## src/rtl/mips_pkg.sv

```systemverilog
// Shared types and constants for the iterative multiply/divide unit.
// Holds the op encoding, the controller state encoding and the fixed width and iteration count.
package mips_pkg;

    localparam int WIDTH = 32;
    localparam int ITER  = 32;

    typedef enum logic [1:0] {
        OP_MULT  = 2'b00,
        OP_MULTU = 2'b01,
        OP_DIV   = 2'b10,
        OP_DIVU  = 2'b11
    } op_e;

    typedef enum logic [1:0] {
        S_IDLE = 2'b00,
        S_RUN  = 2'b01,
        S_FIX  = 2'b10,
        S_DONE = 2'b11
    } state_e;

endpackage

```

## src/rtl/mdu_sign_fix.sv

```systemverilog
// Conditional two's-complement negate. The unit uses it for operand magnitudes
// and for the sign correction of the product, quotient and remainder.
module mdu_sign_fix #(
    parameter int W = 32
) (
    input  logic         neg,
    input  logic [W-1:0] din,
    output logic [W-1:0] dout
);

    assign dout = neg ? (~din + {{(W-1){1'b0}}, 1'b1}) : din;

endmodule

```

## src/rtl/mult_div_unit.sv

```systemverilog
// Iterative 32-bit multiply/divide unit: shift-add multiply and restoring divide over
// operand magnitudes, 32 iterations, then one sign-fix cycle before the result is presented.
module mult_div_unit #(
    parameter int WIDTH = mips_pkg::WIDTH
) (
    input  logic             Clk,
    input  logic             reset,
    input  logic             start,
    input  logic [1:0]       op,
    input  logic [WIDTH-1:0] oper_A,
    input  logic [WIDTH-1:0] oper_B,
    output logic [WIDTH-1:0] hi,
    output logic [WIDTH-1:0] lo,
    output logic             busy,
    output logic             done,
    output logic             div_zero
);
    import mips_pkg::*;

    localparam logic [4:0] CNT_LOAD = 5'(ITER - 1);

    state_e             state_r;
    logic [4:0]         cnt_r;
    logic [WIDTH-1:0]   acc_hi_r;
    logic [WIDTH-1:0]   acc_lo_r;
    logic [WIDTH-1:0]   divisor_r;
    logic               is_div_r;
    logic               sa_r;
    logic               sb_r;
    logic               dz_r;

    logic               signed_s;
    logic               div_s;
    logic               neg_a_s;
    logic               neg_b_s;
    logic               dz_start_s;
    logic [WIDTH-1:0]   mag_a_s;
    logic [WIDTH-1:0]   mag_b_s;
    logic [WIDTH:0]     add_s;
    logic [WIDTH:0]     shl_s;
    logic [WIDTH:0]     sub_s;
    logic [WIDTH-1:0]   nxt_hi_s;
    logic [WIDTH-1:0]   nxt_lo_s;
    logic [2*WIDTH-1:0] prod_fix_s;
    logic [WIDTH-1:0]   quo_fix_s;
    logic [WIDTH-1:0]   rem_fix_s;

    assign signed_s   = (op == OP_MULT) || (op == OP_DIV);
    assign div_s      = (op == OP_DIV)  || (op == OP_DIVU);
    assign neg_a_s    = signed_s & oper_A[WIDTH-1];
    assign neg_b_s    = signed_s & oper_B[WIDTH-1];
    assign dz_start_s = div_s & (oper_B == {WIDTH{1'b0}});

    mdu_sign_fix #(.W(WIDTH)) u_mag_a (.neg(neg_a_s), .din(oper_A), .dout(mag_a_s));
    mdu_sign_fix #(.W(WIDTH)) u_mag_b (.neg(neg_b_s), .din(oper_B), .dout(mag_b_s));

    // Remainder takes the dividend's sign so that division truncates toward zero.
    mdu_sign_fix #(.W(2*WIDTH)) u_fix_prod (.neg(sa_r ^ sb_r), .din({acc_hi_r, acc_lo_r}), .dout(prod_fix_s));
    mdu_sign_fix #(.W(WIDTH))   u_fix_quo  (.neg(sa_r ^ sb_r), .din(acc_lo_r), .dout(quo_fix_s));
    mdu_sign_fix #(.W(WIDTH))   u_fix_rem  (.neg(sa_r),        .din(acc_hi_r), .dout(rem_fix_s));

    // One iteration of the shared shift datapath (multiply: acc_lo holds multiplier; divide: quotient).
    always_comb begin
        add_s    = {1'b0, acc_hi_r} + {1'b0, divisor_r};
        shl_s    = {acc_hi_r, acc_lo_r[WIDTH-1]};
        sub_s    = shl_s - {1'b0, divisor_r};
        nxt_hi_s = acc_hi_r;
        nxt_lo_s = acc_lo_r;
        if (is_div_r) begin
            if (!sub_s[WIDTH]) begin
                nxt_hi_s = sub_s[WIDTH-1:0];
                nxt_lo_s = {acc_lo_r[WIDTH-2:0], 1'b1};
            end else begin
                nxt_hi_s = shl_s[WIDTH-1:0];
                nxt_lo_s = {acc_lo_r[WIDTH-2:0], 1'b0};
            end
        end else begin
            if (acc_lo_r[0]) begin
                {nxt_hi_s, nxt_lo_s} = {add_s, acc_lo_r[WIDTH-1:1]};
            end else begin
                {nxt_hi_s, nxt_lo_s} = {1'b0, acc_hi_r, acc_lo_r[WIDTH-1:1]};
            end
        end
    end

    // Controller, iteration counter, working registers and registered outputs.
    always_ff @(posedge Clk or posedge reset) begin
        if (reset) begin
            state_r   <= S_IDLE;
            cnt_r     <= 5'd0;
            acc_hi_r  <= {WIDTH{1'b0}};
            acc_lo_r  <= {WIDTH{1'b0}};
            divisor_r <= {WIDTH{1'b0}};
            is_div_r  <= 1'b0;
            sa_r      <= 1'b0;
            sb_r      <= 1'b0;
            dz_r      <= 1'b0;
            hi        <= {WIDTH{1'b0}};
            lo        <= {WIDTH{1'b0}};
            busy      <= 1'b0;
            done      <= 1'b0;
            div_zero  <= 1'b0;
        end else begin
            case (state_r)
                S_IDLE: begin
                    done <= 1'b0;
                    if (start) begin
                        is_div_r  <= div_s;
                        sa_r      <= neg_a_s;
                        sb_r      <= neg_b_s;
                        dz_r      <= dz_start_s;
                        divisor_r <= mag_b_s;
                        acc_hi_r  <= {WIDTH{1'b0}};
                        // A zero divisor bypasses the iterations; keep the raw dividend for hi.
                        acc_lo_r  <= dz_start_s ? oper_A : mag_a_s;
                        cnt_r     <= CNT_LOAD;
                        div_zero  <= 1'b0;
                        busy      <= 1'b1;
                        state_r   <= dz_start_s ? S_FIX : S_RUN;
                    end else begin
                        state_r <= S_IDLE;
                    end
                end
                S_RUN: begin
                    acc_hi_r <= nxt_hi_s;
                    acc_lo_r <= nxt_lo_s;
                    if (cnt_r == 5'd0) begin
                        state_r <= S_FIX;
                    end else begin
                        cnt_r <= cnt_r - 5'd1;
                    end
                end
                S_FIX: begin
                    if (dz_r) begin
                        hi       <= acc_lo_r;
                        lo       <= {WIDTH{1'b1}};
                        div_zero <= 1'b1;
                    end else if (is_div_r) begin
                        hi <= rem_fix_s;
                        lo <= quo_fix_s;
                    end else begin
                        {hi, lo} <= prod_fix_s;
                    end
                    busy    <= 1'b0;
                    done    <= 1'b1;
                    state_r <= S_DONE;
                end
                S_DONE: begin
                    done    <= 1'b0;
                    state_r <= S_IDLE;
                end
                default: begin
                    busy    <= 1'b0;
                    done    <= 1'b0;
                    state_r <= S_IDLE;
                end
            endcase
        end
    end

endmodule
```

## config.mk

```make
export PLATFORM = sky130hd
export DESIGN_NAME = mult_div_unit
export DESIGN_NICKNAME = d
export VERILOG_FILES = /design/src/rtl/mips_pkg.sv /design/src/rtl/mdu_sign_fix.sv /design/src/rtl/mult_div_unit.sv
export SDC_FILE = /design/constraint.sdc
export NUM_CORES = 1
export LEC_CHECK = 0
export CAP_MARGIN = 10
export CORE_AREA = 2 2 173 175
export DETAILED_ROUTE_END_ITERATION = 12
export DIE_AREA = 0 0 175 177
export PLACE_DENSITY = 0.81
export SLEW_MARGIN = 20
export SYNTH_ARGS = -nofsm -noshare
export SYNTH_HDL_FRONTEND = slang
export SYNTH_HIERARCHICAL = 1
export SYNTH_SLANG_ARGS = --single-unit
```

## constraint.sdc

```tcl
create_clock -name Clk -period 13 [get_ports Clk]
set_clock_uncertainty 0.1 [all_clocks]
set_input_delay 1.3 -clock Clk [delete_from_list [all_inputs] [get_ports Clk]]
set_output_delay 1.3 -clock Clk [all_outputs]
set_load 0.01 [all_outputs]
```

Yosys cells after proc, flatten, opt, wreduce, memory -nomap -nowiden

Cells that the tools add are included.

Bits in registers: 174
Input port bits: 69
Output and inout bits: 67
Logic and storage cells: 88

$add $sub $neg: 8
Eq/ne operators: 9
Muxes and demuxes: 33
Bitwise operators: 9
Reduce and logical (&&, ||, !) cells: 15

Operators with widths:

| kind                                                                | number |
|---|---|
| 32-bit 2-to-1 mux                                                   | 16 |
| 32-bit by 1-bit adder with 32-bit output (second input constant)    | 4 |
| 32-bit inverter                                                     | 4 |
| 32-bit case mux with 2 select lines                                 | 2 |
| 64-bit by 1-bit adder with 64-bit output (second input constant)    | 1 |
| 64-bit 2-to-1 mux                                                   | 1 |
| 64-bit inverter                                                     | 1 |
| 32-bit by 32-bit adder with 33-bit output                           | 1 |
| 33-bit by 32-bit subtractor with 33-bit output                      | 1 |
| 32-bit logical NOT                                                  | 1 |
| 5-bit 2-to-1 mux                                                    | 2 |
| 5-bit case mux with 2 select lines                                  | 1 |
| 2-bit == test (second input constant)                               | 4 |
| 2-bit inequality test (second input constant)                       | 4 |
| 2-bit case mux with 4 select lines                                  | 1 |
| 2-bit 2-to-1 mux                                                    | 3 |
| 1-bit case mux with 2 select lines                                  | 3 |
| 2-bit AND reduction                                                 | 3 |
| 3-bit AND reduction                                                 | 2 |
| 2-bit nonzero test                                                  | 3 |
| 5-bit logical NOT                                                   | 1 |
| 5-bit by 1-bit subtractor with 5-bit output (second input constant) | 1 |
| 2-bit logical NOT                                                   | 2 |
| 1-bit 2-to-1 mux                                                    | 4 |
| 5 further kinds                                                     | 8 |

Logic depth before layout (Yosys ltp)

Gate-level depths: netlist (run 1).

Depth after elaboration: 7
Depth in mapped cells: 14
Mapped depth without buffers: 12

Modules after synthesis

Netlist (run 1), hierarchy kept.

By module, submodules not included:

| module                        | times used | cells each | area each (µm²) | seq. area each (µm²) |
|---|---|---|---|---|
| mult_div_unit                 | 1          | 1,450      | 12,848.6        | 4,354.2 |
| mdu_sign_fix at u_fix_quo ... | 4          | 99         | 777.0           | 0.0 |
| mdu_sign_fix at u_fix_prod    | 1          | 206        | 1,649.1         | 0.0 |

Worst setup path before layout (run 1)

No wires, ideal clock.

Path type: input to register
Start: input port oper_B[1]
End: register acc_lo_r[25]
Setup time: 0.134 ns
Data arrival time: 3.154 ns
Data required time: 12.766 ns
Slack: 9.612 ns
Cell stages on the path: 7
Path buffers: 1
Path through: nor4b_1 > nand4_1 > nor3_1 > buf_2 > mux2_2 > o21ai_0 > o21ai_0

Cells in the longest elaborated chain, start to end: 5

RTL lines:

| element                             | RTL line             | text |
|---|---|---|
| from (decl)                         | mult_div_unit.sv:11  | `input logic [WIDTH-1:0] oper_B,` |
| 32-bit logical NOT                  | mult_div_unit.sv:52  | `assign dz_start_s = div_s & (oper_B == {WIDTH{1'b0}});` |
| 1-bit bitwise AND                   | mult_div_unit.sv:52  |  |
| 32-bit 2-to-1 mux                   | mult_div_unit.sv:115 | `acc_lo_r <= dz_start_s ? oper_A : mag_a_s;` |
| 32-bit 2-to-1 mux                   | mult_div_unit.sv:107 | `if (start) begin` |
| 32-bit case mux with 2 select lines | mult_div_unit.sv:104 | `case (state_r)` |
| to (signal assigned)                | mult_div_unit.sv:92  | `acc_lo_r <= {WIDTH{1'b0}};` |
| to (signal assigned)                | mult_div_unit.sv:115 |  |
| to (signal assigned)                | mult_div_unit.sv:126 | `acc_lo_r <= nxt_lo_s;` |
| to (decl)                           | mult_div_unit.sv:25  | `logic [WIDTH-1:0] acc_lo_r;` |

No other way between the ends. The select of a mux whose other input is x is not followed.
A chain may end at the register's enable or synchronous reset.

Final worst setup path (run 1)

Start: register acc_hi_r[0]
End: register acc_hi_r[29]

Cells in the longest elaborated chain, start to end: 4
Elaborated cells on any way between the ends: 6
Classes of those cells: add/sub: 2; mux: 4

RTL lines:

| element                                                                                                            | RTL line                                 | text |
|---|---|---|
| from (decl)                                                                                                        | mult_div_unit.sv:24                      | `logic [WIDTH-1:0] acc_hi_r;` |
| from (signal assigned)                                                                                             | mult_div_unit.sv:91                      | `acc_hi_r <= {WIDTH{1'b0}};` |
| from (signal assigned)                                                                                             | mult_div_unit.sv:113                     | `acc_hi_r <= {WIDTH{1'b0}};` |
| from (signal assigned)                                                                                             | mult_div_unit.sv:125                     | `acc_hi_r <= nxt_hi_s;` |
| 33-bit by 32-bit subtractor with 33-bit output / 32-bit by 32-bit adder with 33-bit output (equally long branches) | mult_div_unit.sv:66, mult_div_unit.sv:64 |  |
| 32-bit 2-to-1 mux, on equally long branches                                                                        | mult_div_unit.sv:70, mult_div_unit.sv:78 |  |
| 32-bit 2-to-1 mux (*)                                                                                              | mult_div_unit.sv:69                      | `if (is_div_r) begin` |
| 32-bit case mux with 2 select lines (*)                                                                            | mult_div_unit.sv:104                     |  |

Mark *: on every way between the ends. The rest lies on a longest branch, timed or not.

==> results of run 1 <==
-- area by class of cell --
cell class	count	area [sq um]
Clock buffer	20	437
Fill cell	2370	9510
Tap cell	390	488
Timing Repair Buffer	149	1460
Sequential cell	174	4360
Clock inverter	11	134
Multi-Input combinational cell	1707	12600
Inverter	65	249
-- power groups by stage --
| stage | sequential (mW) | combinational, mW | clock [mW] |
|---|---|---|---|
| after floorplan | 1.20 | 3.26 | 0 |
| after global placement | 1.36 | 4.11 | 0 |
| after detailed placement | 1.38 | 4.22 | 0 |
| after CTS | 1.37 | 4.25 | 0.523 |
| after global routing | 1.44 | 4.71 | 0.547 |
| final | 1.39 | 4.32 | 0.521 |
-- worst max-delay path, delay by kind of cell, from the launching register on --
family / cells / cell delay (ns)
flip-flops: 1 / 0.59
AND/OR/NAND/NOR: 4 / 0.98
buffers and inverters: 1 / 0.08
AO/OA/AOI/OAI: 5 / 1.38
adder cells (fa/ha/maj): 2 / 0.70
-- flip-flops by register name (all words and copies together), names as in the netlist --
signal	flops
acc_hi_r	32
acc_lo_r	32
divisor_r	32
hi	32
lo	32
cnt_r	5
state_r	2
busy	1
div_zero	1
done	1
dz_r	1
is_div_r	1
sa_r	1
sb_r	1
-- routing by layer --
metal	vias to the layer above	wire (um)
met2	824	22800
met3	149	4190
met5	-	18
met1	7975	21300
met4	2	1930
li1	7681	-
-- stage by stage --
stage	setup WS [ns]	cells	hold slack (ns)
6_report	9.07	2516	0.407
5_1_grt	8.83	2516	0.421
4_1_cts	9.16	2516	0.409
3_5_place_dp	8.93	2485	0.394
3_3_place_gp	8.91	2485	0.389
2_1_floorplan	6.88	2052	0.375
-- cell usage after synthesis, drive strengths merged, types with 14 or more instances --
| cell type | number |
|---|---|
| nand2 | 246 |
| a21o | 16 |
| or3 | 18 |
| o31ai | 70 |
| nor2b | 29 |
| nand3 | 39 |
| o211ai | 14 |
| o21ai | 201 |
| nor2 | 84 |
| inv | 64 |
| a211oi | 24 |
| xnor2 | 211 |
| o41ai | 52 |
| a31oi | 17 |
| a22o | 17 |
| buf | 36 |
| or4 | 17 |
| mux2i | 107 |
| xor2 | 21 |
| nor4 | 35 |
| mux2 | 100 |
| dfrtp | 174 |
| clkbuf | 70 |
| nand2b | 25 |
| nand4 | 23 |
| nor3 | 36 |
| ha | 75 |
| a21oi | 109 |
-- cell families after synthesis --
kind of cell | after synthesis | share of synthesized area (%)
AOI/OAI and AO/OA | 582 | 22.6
xor gates and xnor gates | 232 | 11.5
adders and majority gates | 77 | 5.56
buffers and inverters | 171 | 3.89
DFF | 174 | 24.7
muxes | 207 | 12.5
and+or+nand+nor | 609 | 19.2
-- path summary, 6_finish.rpt --
path | startpoint | endpoint | slack [ns] | cells after the start
max | acc_hi_r[0] | acc_hi_r[29] | 9.07 | 12
min | hi[3] | hi[3] | 0.41 | 1
max reg2reg | acc_hi_r[0] | acc_hi_r[29] | 9.07 | 12
min reg2reg | hi[3] | hi[3] | 0.41 | 1
max in group asynchronous | reset | lo[25] | 9.97 | 3
min in group asynchronous | reset | busy | 1.32 | 2
==> impl_metrics.ini, run 1 <==
[floorplan]
die_y_um = 177
die-area_sq_mm = 0.0310
core-area_sq_mm = 0.0292
placementRows = 63
die_w_um = 175
start_util_pct = 60.2
ioPinCount = 136

[global_routing]
grt_max_degree = 105
grt_pass1_wl_um = 81400
globalRoute.busiestLayer = met2
gr-usage-all-layers_pct = 32.6
grt.met2_usage_pct = 52.6
antenna_found_initial = 1
grt_overflow = 0
met3_usage_pct = 5.00
grt_pass1_vias = 15500
use_met1_pct = 43.9

[power]
p_sw_mw = 3.20
finalPower_mw = 6.23
netSwitchingFraction_pct = 51.4
power_frac_seq_pct = 22.3
power_density_mw_per_mm2 = 316
power_frac_comb_pct = 69.3
p_leak_nw = 7.72
ir_drop_v = 0.000171
pwr-share-clk_pct = 8.4
p_int_mw = 3.03

[min_path]
min_path_type = reg2reg

[logic_synthesis]
synth-edff-count = 0
ys_warn_count = 6
synth_top_flop_cell = dfrtp_1
yosysUniqueCellTypes = 90
synth.area.top_cells = dfrtp_1, xnor2_1, mux2_2
syn-num-nets = 2198
synthesis.area_sq_mm = 0.0176
synth_top_area_cell = dfrtp_1
seq_area_frac_synth_pct = 24.7
synth_top_area_share_pct = 24.7
synthArstFlopShare_pct = 100
netlist_instances = 2052
syn_area_per_cell_sq_um = 8.58
ys_ff_latch = 174

[detailed_routing]
routedWlPerCell_um = 20.0
wirelength_um = 50200
drt_iter0_drc = 1626
ant_nets = 0
drc_errors = 0
vias_per_cell = 6.61
firstDrtPassIters = 6
dr_total_vias = 16600

[run_status]
status = completed

[clock_tree]
cts.sinks = 174
cts_setup_buffers = 0
cts_resized = 0
worstSkewPairLatency_ns = 0.45
cts_tree = done
cts_buffers = 17
h-tree-depth = 4
clock-root-buffer = clkbuf_16
cts.clk_slew.worst_paths_ns = 0.07
hold_buffers = 0
ctsLongestPathBuffers = 2

[sta]
fmax_ghz = 0.255
tightestPinTransition_ns = 1.06
finalHoldViolations = 0
period_share_pct = 30.2
setup_viol = 0
layout_min_cycle_time_ns = 3.93
rsz0062_at_grt = false
timing.setup.tns_ns = 0
relSlewSlack_pct = 29.7
drv_slew = 0

[placement]
portBuffers = 135
gp_congestion = 0.964
dp_hpwl_um = 37000
dpl_cell_area_sq_mm = 0.0192

[job]
cap_viol_max_count = 0

[layout]
final_common_cell = nand2_1
drive_above_1_share_pct = 11.9
final_cell_mix = nand2_1, xnor2_1, o21ai_0, dfrtp_1, clkdlybuf4s50_1
diodes = 0
final_area_sq_mm = 0.0197
syn_to_final_growth_pct = 12.1
final_nets = 2260
final_util_pct = 67.5

[critical_path]
critPathMostFrequentCell = o2111ai_1
critPathArrivalTime_ns = 4.17
cp_max_fo = 12
startpoint_type = register
crit_path_max_incr_delay_ns = 0.59
slowest_stage = dfrtp_1
path_cells = ha_1 -> inv_1 -> fa_1 -> nor2b_1 -> o2111ai_1 -> a211o_1 -> nand3_1 -> o2111ai_1 -> a21oi_2 -> nor3_1 -> or4_1 -> a32o_1
cp_data_required_time_ns = 13.24
path_class = reg2reg
end_kind = register
(Power assumes the default switching activity.)
==> run 2, diff against run 1 <==
- clock period: 13 -> 4 ns (I/O delays scaled with it)
==> impl_metrics.ini, run 2 (synthesis gave the netlist of run 1 again) <==
[detailed_routing]
drt_iter0_drc = 1596
wirelength_um = 53000
routedWlPerCell_um = 20.5
ant_nets = 0
firstDrtPassIters = 6
dr_total_vias = 16800
vias_per_cell = 6.51
drc_errors = 0

[sta]
setup_viol = 0
period_share_pct = 94.3
relSlewSlack_pct = 33.4
fmax_ghz = 0.265
tightestPinTransition_ns = 0.998
timing.setup.tns_ns = 0
layout_min_cycle_time_ns = 3.77
finalHoldViolations = 0
setup_slack_ns = 0.227
drv_slew = 0
rsz0062_at_grt = false

[critical_path]
end_kind = register
slowest_stage = dfrtp_1
path_class = reg2reg
worst-path-buf-inv = 1
startpoint_type = register
path_cells = inv_1 -> fa_1 -> nor2b_1 -> o2111ai_1 -> a211o_1 -> nand3_1 -> o2111ai_1 -> a21oi_2 -> nor3_1 -> or4_1 -> a32o_1
critPathMostFrequentCell = o2111ai_1
cp_data_required_time_ns = 4.23
cp_max_fo = 13
cp_top_family = compound AO/OA/AOI/OAI gates
critPathArrivalTime_ns = 4.00
crit_path_max_incr_delay_ns = 0.61

[global_routing]
grt_overflow = 0
met3_usage_pct = 4.64
grt_max_degree = 106
use_met1_pct = 43.1
gr-usage-all-layers_pct = 34.5
grt_pass1_wl_um = 85400
grt_pass1_vias = 16000
antenna_found_initial = 0
globalRoute.busiestLayer = met2
grt.met2_usage_pct = 58.5

[clock_tree]
clock-root-buffer = clkbuf_16
cts_resized = 0
worstSkewPairLatency_ns = 0.45
cts.sinks = 174
cts_tree = done
h-tree-depth = 4
cts_setup_buffers = 0
cts.clk_slew.worst_paths_ns = 0.07
hold_buffers = 0
ctsLongestPathBuffers = 2
cts_buffers = 17

[power]
p_leak_nw = 8.08
ir_drop_v = 0.000552
power_density_mw_per_mm2 = 1030

[layout]
final_area_sq_mm = 0.0203
final_common_cell = nand2_1
syn_to_final_growth_pct = 15.4
final_cell_mix = nand2_1, xnor2_1, o21ai_0, dfrtp_1, clkdlybuf4s50_1
drive_above_1_share_pct = 14.7
diodes = 0
final_nets = 2328

[floorplan]
die-area_sq_mm = 0.0310
start_util_pct = 60.2
ioPinCount = 136
die_w_um = 175
die_y_um = 177
core-area_sq_mm = 0.0292
placementRows = 63

[placement]
dp_hpwl_um = 39600
portBuffers = 135
dpl_cell_area_sq_mm = 0.0197
pre_cts_slack_ns = 0.317
gp_congestion = 0.990

[job]
cap_viol_max_count = 0

[min_path]
min_path_type = in2async

[run_status]
status = completed
-- run 2: report_power, final --
| part | internal, mW | switching [mW] |
|---|---|---|
| registers | 2.63 | 0.976 |
| logic | 6.73 | 8.90 |
| clock network | 0.963 | 0.791 |
-- run 2: cell type report --
cell class                 count  area (sq um)
clock buffer                  21           460
timing repair buffer         217          2020
multi-input combinational   1707         12600
sequential                   174          4360
clock inverter                11           131
inverter                      65           248
fill                        2334          8940
tap                          390           488
-- run 2: path summary, 6_finish.rpt --
path | depth (start not counted) | to | slack (ns) | from
worst max-delay path | 11 | acc_hi_r[29] | 0.23 | acc_hi_r[1]
worst min-delay path | 2 | lo[27] | 0.17 | reset
worst max register to register | 11 | acc_hi_r[29] | 0.23 | acc_hi_r[1]
worst min register to register | 1 | hi[4] | 0.41 | hi[4]
max in group asynchronous | 3 | dz_r | 2.70 | reset
min in group Clk | 1 | hi[4] | 0.41 | hi[4]
-- run 2: stage by stage --
stage | hold WS, ns | std cells | power [mW] | util [%]
after floorplan | 0.375 | 2052 | 14.5 | -
after global placement | 0.389 | 2553 | 18.5 | 67.4
after detailed placement | 0.395 | 2553 | 18.8 | 67.4
after CTS | 0.171 | 2585 | 20.7 | 69.4
after global routing | 0.198 | 2585 | 22.5 | 69.4
final | 0.169 | 2585 | 21.0 | 69.4
-- run 2: layer usage --
metal	up-vias	routed length [um]	part of all wire, %
met1	8032	21400	40
met3	190	3640	6.9
met2	791	25200	48
met4	0	2730	5.1
li1	7810	-	-
met5	-	0	0
==> run 3, diff against run 2 <==
- CORE_AREA: 2 2 173 175 -> 2 2 207 148
- DIE_AREA: 0 0 175 177 -> 0 0 209 150
==> impl_metrics.ini, run 3 (synthesis gave the netlist of run 1 again) <==
[sta]
layout_min_cycle_time_ns = 3.73
fmax_ghz = 0.268
finalHoldViolations = 0
tightestPinTransition_ns = 1.08
drv_slew = 0
period_share_pct = 93.3
rsz0062_at_grt = false
relSlewSlack_pct = 28.1
timing.setup.tns_ns = 0
setup_viol = 0

[placement]
portBuffers = 135
dp_hpwl_um = 41300
gp_congestion = 0.952

[critical_path]
cp_max_fo = 30
rr_worst_depth = 12
path_class = reg2reg
r2r_end = acc_hi_r[19]
startpoint_type = register
regToRegStartpoint = acc_lo_r[31]
end_kind = register
worst-r2r-setup-slack_ns = 0.27
cp_data_required_time_ns = 4.21
critPathArrivalTime_ns = 3.94

[min_path]
min_path_type = reg2reg
holdCritStartpoint = hi[21]
min_to = hi[21]
min_path_cells = 1

[floorplan]
start_util_pct = 59.7
die-area_sq_mm = 0.0314
ioPinCount = 136
die_w_um = 209
core-area_sq_mm = 0.0295
die_y_um = 150
placementRows = 53

[clock_tree]
cts_buffers = 17
cts_resized = 0
cts.clk_slew.worst_paths_ns = 0.07
h-tree-depth = 4
ctsLongestPathBuffers = 2
hold_buffers = 0
cts_tree = done
cts.sinks = 174
worstSkewPairLatency_ns = 0.47
cts_setup_buffers = 0
clock-root-buffer = clkbuf_16

[global_routing]
antenna_found_initial = 0
grt_max_degree = 175
gr-usage-all-layers_pct = 35.0
grt_overflow = 0
grt_pass1_wl_um = 86400
grt_pass1_vias = 15500

[power]
p_int_mw = 10.4
p_sw_mw = 11.0
pwr-share-clk_pct = 8.5
netSwitchingFraction_pct = 51.4
p_leak_nw = 8.09
power_frac_comb_pct = 74.6
finalPower_mw = 21.4
ir_drop_v = 0.000834
power_frac_seq_pct = 16.9
power_density_mw_per_mm2 = 1060

[run_status]
status = completed

[layout]
diodes = 0
final_cell_mix = nand2_1, xnor2_1, o21ai_0, dfrtp_1, clkdlybuf4s50_1
drive_above_1_share_pct = 14.5
syn_to_final_growth_pct = 15.4
final_common_cell = nand2_1
final_nets = 2328

[detailed_routing]
ant_nets = 0
drt_iter0_drc = 1953
dr_total_vias = 16900
routedWlPerCell_um = 21.5
top_layer = met4
wl_met2_um = 23000
firstDrtPassIters = 5
drc_errors = 0
wl_met1_um = 25100
wl_met3_um = 6400
wirelength_um = 55300
vias_per_cell = 6.55

[job]
cap_viol_max_count = 0
## run 3: cell count changes in the layout (fill, tap and decap cells not counted), sizes merged
cell | previous run | this run
clkbuf | 21 | 22
bufinv | 2 | 4
clkinv | 3 | 2
inv | 67 | 64
## run 3: worst max path at each step
stage / to / depth (start not counted) / start / slack (ns)
2_1_floorplan: acc_hi_r[29] / 12 / acc_hi_r[0] / 0.84
3_3_place_gp: acc_hi_r[19] / 12 / acc_lo_r[31] / 0.43
3_5_place_dp: acc_hi_r[19] / 12 / acc_lo_r[31] / 0.34
4_1_cts: acc_hi_r[19] / 12 / acc_lo_r[31] / 0.33
5_1_grt: acc_hi_r[19] / 12 / acc_lo_r[31] / 0.03
6_report: acc_hi_r[19] / 12 / acc_lo_r[31] / 0.27
## run 3: per-layer routing
| metal | global-route usage (%) | vias up |
|---|---|---|
| li1 | - | 7794 |
| met1 | 52.0 | 8124 |
| met2 | 49.9 | 896 |
| met3 | 9.97 | 75 |
| met4 | 7.43 | 0 |
| met5 | 0 | - |
## run 3: power by group through the flow
stage	Combinational (mW)	Sequential, mW	Clock (mW)
2_1_floorplan	10.6	3.90	0
4_1_cts	15.6	3.59	1.82
5_1_grt	17.3	3.71	1.89
6_report	16.0	3.62	1.82
3_5_place_dp	15.5	3.62	0
3_3_place_gp	15.1	3.58	0
## run 3: cell type report
cell class	count	area [sq um]
inverters	65	248
fillers	2337	9200
clock buffers	22	454
well taps	385	482
flip-flops and latches	174	4360
clock inverters	9	160
repair buffers	217	2000
multi-input cells	1707	12600
## run 3: critical path, cell delays in order, from the launching register on
cell	delay, ns
dfrtp_1	0.51
inv_1	0.12
ha_1	0.24
fa_1	0.40
nand2b_1	0.18
a21oi_1	0.22
o21ai_1	0.21
a21oi_2	0.31
or4_4	0.19
and3_4	0.46
mux2_2	0.39
o21ai_0	0.15
o31ai_1	0.09
## run 3: per-stage QoR
step	utilization [%]	hold WS (ns)	instance area, sq um	setup slack (ns)	instances
after floorplan	-	0.375	17600	0.836	2052
after detailed placement	66.8	0.396	19700	0.344	2548
final	68.8	0.410	20300	0.268	2579
after global placement	66.8	0.389	19700	0.430	2548
after CTS	68.8	0.410	20300	0.331	2579
after global routing	68.8	0.417	20300	0.0341	2579
